--- src/rtl/uart_rx_param.sv ---
// uart_rx_param: oversampling UART receiver with a valid/ready output.
// Build option: define UART_RX_PARITY_EN to add a parity bit between the
// data bits and the stop bit. PARITY_ODD selects odd (1) or even (0) parity.
// Without the macro, frames are start + DATA_BITS + stop and parity_err is 0.
module uart_rx_param #(
    parameter int unsigned CLKS_PER_BIT = 16,
    parameter int unsigned DATA_BITS    = 8,
    parameter int unsigned PARITY_ODD   = 0
) (
    input  logic                 clk,
    input  logic                 rst,
    input  logic                 rxd,
    output logic [DATA_BITS-1:0] data,
    output logic                 data_valid,
    input  logic                 data_ready,
    output logic                 frame_err,
    output logic                 parity_err,
    output logic                 overrun
);

    localparam int unsigned CW = $clog2(CLKS_PER_BIT);
    localparam int unsigned BW = $clog2(DATA_BITS);
    localparam logic [CW-1:0] HALF_M1  = CW'(CLKS_PER_BIT / 2 - 1);
    localparam logic [CW-1:0] FULL_M1  = CW'(CLKS_PER_BIT - 1);
    localparam logic [BW-1:0] LAST_BIT = BW'(DATA_BITS - 1);

    typedef enum logic [2:0] {
        IDLE,
        START,
        DATA,
`ifdef UART_RX_PARITY_EN
        PARITY,
`endif
        STOP,
        BREAK
    } state_t;

    state_t               state_q, state_d;
    logic                 sync1_q;
    logic                 rxs_q;
    logic [CW-1:0]        cnt_q, cnt_d;
    logic [BW-1:0]        bit_q, bit_d;
    logic [DATA_BITS-1:0] shift_q, shift_d;
    logic                 deliver_q, deliver_d;
    logic                 frame_err_q, frame_err_d;
    logic [DATA_BITS-1:0] data_q, data_d;
    logic                 data_valid_q, data_valid_d;
    logic                 overrun_q, overrun_d;
    logic                 par_ok;
    logic                 tick;

`ifdef UART_RX_PARITY_EN
    localparam logic PAR_INV = (PARITY_ODD != 0);
    logic par_ok_q, par_ok_d;
    logic parity_err_q, parity_err_d;
    assign par_ok     = par_ok_q;
    assign parity_err = parity_err_q;
`else
    assign par_ok     = 1'b1;
    assign parity_err = 1'b0;
`endif

    // Sample point for every bit after the start bit: last count of a full bit period.
    assign tick = (cnt_q == FULL_M1);

    // Frame FSM next state: bit timing, data shifting, stop/parity evaluation.
    always_comb begin
        state_d     = state_q;
        cnt_d       = cnt_q;
        bit_d       = bit_q;
        shift_d     = shift_q;
        deliver_d   = 1'b0;
        frame_err_d = 1'b0;
`ifdef UART_RX_PARITY_EN
        par_ok_d     = par_ok_q;
        parity_err_d = 1'b0;
`endif
        case (state_q)
            IDLE: begin
                cnt_d = '0;
                bit_d = '0;
                if (!rxs_q) state_d = START;
            end
            START: begin
                if (cnt_q == HALF_M1) begin
                    cnt_d   = '0;
                    state_d = rxs_q ? IDLE : DATA;
                end else begin
                    cnt_d = cnt_q + 1'b1;
                end
            end
            DATA: begin
                if (tick) begin
                    cnt_d   = '0;
                    shift_d = {rxs_q, shift_q[DATA_BITS-1:1]};
                    if (bit_q == LAST_BIT) begin
                        bit_d = '0;
`ifdef UART_RX_PARITY_EN
                        state_d = PARITY;
`else
                        state_d = STOP;
`endif
                    end else begin
                        bit_d = bit_q + 1'b1;
                    end
                end else begin
                    cnt_d = cnt_q + 1'b1;
                end
            end
`ifdef UART_RX_PARITY_EN
            PARITY: begin
                if (tick) begin
                    cnt_d    = '0;
                    par_ok_d = (rxs_q == ((^shift_q) ^ PAR_INV));
                    state_d  = STOP;
                end else begin
                    cnt_d = cnt_q + 1'b1;
                end
            end
`endif
            STOP: begin
                if (tick) begin
                    cnt_d = '0;
`ifdef UART_RX_PARITY_EN
                    parity_err_d = !par_ok;
`endif
                    if (rxs_q) begin
                        deliver_d = par_ok;
                        state_d   = IDLE;
                    end else begin
                        frame_err_d = 1'b1;
                        state_d     = BREAK;
                    end
                end else begin
                    cnt_d = cnt_q + 1'b1;
                end
            end
            BREAK: begin
                cnt_d = '0;
                if (rxs_q) state_d = IDLE;
            end
            default: state_d = IDLE;
        endcase
    end

    // Output holding register: load on delivery, clear on consumption, flag a drop.
    always_comb begin
        data_d       = data_q;
        data_valid_d = data_valid_q;
        overrun_d    = 1'b0;
        if (data_valid_q && data_ready) data_valid_d = 1'b0;
        if (deliver_q) begin
            if (!data_valid_q || data_ready) begin
                data_d       = shift_q;
                data_valid_d = 1'b1;
            end else begin
                overrun_d = 1'b1;
            end
        end
    end

    // All state: synchronizer idles high so reset never fakes a start bit.
    always_ff @(posedge clk) begin
        if (rst) begin
            sync1_q      <= 1'b1;
            rxs_q        <= 1'b1;
            state_q      <= IDLE;
            cnt_q        <= '0;
            bit_q        <= '0;
            shift_q      <= '0;
            deliver_q    <= 1'b0;
            frame_err_q  <= 1'b0;
            data_q       <= '0;
            data_valid_q <= 1'b0;
            overrun_q    <= 1'b0;
`ifdef UART_RX_PARITY_EN
            par_ok_q     <= 1'b1;
            parity_err_q <= 1'b0;
`endif
        end else begin
            sync1_q      <= rxd;
            rxs_q        <= sync1_q;
            state_q      <= state_d;
            cnt_q        <= cnt_d;
            bit_q        <= bit_d;
            shift_q      <= shift_d;
            deliver_q    <= deliver_d;
            frame_err_q  <= frame_err_d;
            data_q       <= data_d;
            data_valid_q <= data_valid_d;
            overrun_q    <= overrun_d;
`ifdef UART_RX_PARITY_EN
            par_ok_q     <= par_ok_d;
            parity_err_q <= parity_err_d;
`endif
        end
    end

    assign data       = data_q;
    assign data_valid = data_valid_q;
    assign frame_err  = frame_err_q;
    assign overrun    = overrun_q;

endmodule

--- config.mk ---
export PLATFORM = sky130hd
export DESIGN_NAME = uart_rx_param
export DESIGN_NICKNAME = d
export VERILOG_FILES = /design/src/rtl/uart_rx_param.sv
export SDC_FILE = /design/constraint.sdc
export NUM_CORES = 1
export LEC_CHECK = 0
export CAP_MARGIN = 20
export CORE_MARGIN = 2
export CORE_UTILIZATION = 45
export CTS_CLUSTER_DIAMETER = 60
export DETAILED_ROUTE_END_ITERATION = 12
export HOLD_SLACK_MARGIN = 0.15
export PLACE_DENSITY = 0.67
export SKIP_CTS_REPAIR_TIMING = 1
export SLEW_MARGIN = 0
export SYNTH_ARGS = -nofsm -noshare
export SYNTH_HDL_FRONTEND = slang
export SYNTH_SLANG_ARGS = --single-unit
--- constraint.sdc ---
create_clock -name clk -period 2.1 [get_ports clk]
set_clock_uncertainty 0.15 [all_clocks]
set_input_delay 0.315 -clock clk [delete_from_list [all_inputs] [get_ports clk]]
set_output_delay 0.315 -clock clk [all_outputs]
set_load 0.01 [all_outputs]
==> results.cfg <==
[worst_setup_path]
ff2ff_setup_slack_ns = 0.39
cp_slowest_cell = dfxtp_1
cp-end-kind = flop
critical-path-max-stage-delay_ns = 0.39
cp_max_fo = 9
crit_arrival_ns = 1.77
timing_worst_setup_path_type = flop to flop
crit_start = cnt_q[0]
path_cells = ha_1 > and4b_1 > nand3_2 > mux2i_1
critPathBufInv = 0
reg2reg_from = cnt_q[0]
crit_family = simple AND/OR/NAND/NOR gates
cp-start-kind = flop
cp.required_ns = 2.17

[sta]
fin_crit_ns = 1.706
hold_viol_final = 0
fin_setup_tns_ns = 0
setup_violations = 0
grt_setup_unrepaired = false
post-route-period-util = 0.8124
max_freq_ghz = 0.5862
drv_slew = 0

[floorplan]
initial_core_util = 0.4813
die_area_mm2 = 0.003455
core_area_mm2 = 0.002805
die-height_um = 58.78
rows = 19
ios = 16
die_x_um = 58.78

[clocking]
insertion_delay_ns = 0.33
numCtsBuffers = 5
ctsHtreeMaxLevel = 2
cts.clk_slew.worst_paths_ns = 0.10
cts_buffer_depth = 2
cts_tree = yes
cts-root-buf = clkbuf_4
clock-sinks = 32

[global_route]
grt_antenna_before_repair = 0
grt_pass1_wl_um = 4264
grt_max_degree = 19
grt.overflow.total = 0
grt_pass1_vias = 977
track_usage = 0.1665

[run_status]
violations = DRC
run_status = complete, but fails checks

[synth]
ys_async_sr_fraction = 0
syn_area_mm2 = 0.001350
yosysWarnings = 0
ys_ff_latch = 32
syn_avg_cell_area_um2 = 9.441
postSynthCellCount = 143
synth_nets = 150
synth_area_leader_cell = dfxtp_1
synth_cell_types = 36
synth-main-ff-cell = dfxtp_1
synthDominantCellAreaShare = 0.4745
ys_seq_area_frac = 0.4745
synth-edff-count = 0
synth_area_leaders = dfxtp_1 (47%), mux2i_1 (7.4%), nand2b_1 (6.0%)

[worst_hold_path]
hold_start = sync1_q
hold_class = flop to flop

[final_layout]
num_antenna_cells = 0
final_cells = 187
fillers = 250
nets = 162
area.growth.synth_to_final_pct = 15.11
final_layout_size_suffix_gt1_frac = 0.09615
fin_util = 0.5540

[pwr]
p_leak_nw = 0.5998
p_per_area_mw_per_mm2 = 710.8
worst_ir_drop_vdd_mv = 0.3171

[placed_design]
globalplace.congestion = 0.7893
dp.cells = 179
dp.final_hpwl_um = 1676
numPortBuffers = 14

[job]
maxCapViolations = 0

[route]
finalWirelength_um = 2432
vias = 1020
postRouteAntennaNets = 0
vias_per_cell = 5.455
firstDrtPassIters = 8
wire_per_inst_um = 13.01
drc_errors = 2
drtIter0Drc = 46
==> worst reg2reg max path, stage by stage, from the launching register on <==
cell	delay, ns
dfxtp_1	0.39
ha_1	0.28
and4b_1	0.29
nand3_2	0.27
mux2i_1	0.20
==> state kept, by name, indices dropped and copies added, names as in the netlist <==
register / count
bit_q: 3
cnt_q: 4
data: 8
data_valid: 1
deliver_q: 1
frame_err: 1
overrun: 1
rxs_q: 1
shift_q: 8
state_q: 3
sync1_q: 1
==> layout by cell type, fill, tap and decap left out, drive strengths merged, types with 3 or more instances in the layout <==
cell type      netlist  layout
nor2                 4       4
clkdlybuf4s50        0      14
or2                  3       3
nand3               13      13
nor3                 5       5
clkbuf               6       6
a21oi               10      10
o21ai                9       9
dfxtp               32      32
nand2                4       4
mux2i               10      10
ha                   3       3
nor2b                3       3
nand2b              13      13
inv                  4       4
==> layer usage <==
metal	track usage	routed length [um]	vias up	part of all wire
li1	-	-	522	-
met1	0.2055	1194	468	0.49
met2	0.2524	1053	23	0.43
met3	0.05934	122	7	0.050
met4	0.09091	62	0	0.025
met5	0	0	-	0
==> path summary, 6_finish.rpt <==
| kind | end | depth (start not counted) |
|---|---|---|
| setup / recovery | shift_q[1] | 4 |
| hold / removal | rxs_q | 1 |
| setup reg to reg | shift_q[1] | 4 |
| hold reg to reg | rxs_q | 1 |
==> per-stage QoR <==
stage	power [mW]	area [um2]	worst slack (ns)	hold slack (ns)
floorplan	0.6502	1350	0.6690	0.2395
global placement	0.6604	1478	0.4561	0.2466
detailed placement	0.6613	1478	0.4336	0.2474
CTS	1.118	1554	0.3828	0.2706
global route	1.148	1554	0.2452	0.2842
finish	1.105	1554	0.3940	0.2686
==> synthesized netlist by cell type (2+ instances only) <==
cell type,number
dfxtp_1,32
nand2b_1,13
nand3_1,12
a21oi_1,10
mux2i_1,10
o21ai_0,9
clkbuf_1,5
nor3_1,5
inv_1,4
nand2_1,4
nor2_1,4
ha_1,3
nor2b_1,3
or2_2,3
and4b_1,2
buf_4,2
buf_6,2
nand3b_1,2
==> power by group <==
| group | internal (mW) | switching [mW] | leakage [nW] |
|---|---|---|---|
| Clock | 0.249 | 0.208 | 0.0422 |
| Combinational | 0.0171 | 0.0161 | 0.299 |
| Sequential | 0.610 | 0.00414 | 0.258 |
| Total | 0.876 | 0.228 | 0.600 |
==> area by class of cell <==
cell class / instances / area (um2) / share of cell area
Inverter: 4 / 15.01 / 0.009662
Sequential cell: 32 / 640.6 / 0.4122
Tap cell: 31 / 38.79 / 0.02496
Multi-Input combinational cell: 96 / 628.1 / 0.4042
Clock buffer: 6 / 41.29 / 0.02657
Clock inverter: 2 / 35.03 / 0.02254
Timing Repair Buffer: 16 / 155.1 / 0.09984
==> kinds of logic after synthesis <==
group,count (synthesis),synth area share
AND/OR/NAND/NOR,51,0.2159
flip-flops,32,0.4745
AO/OA/AOI/OAI,29,0.1316
buffers and inverters,15,0.06023
multiplexers,10,0.07415
adder cells (fa/ha/maj),3,0.02781
XOR/XNOR,2,0.01298
other,1,0.002778
No activity file was read; power rests on OpenSTA's default activity.
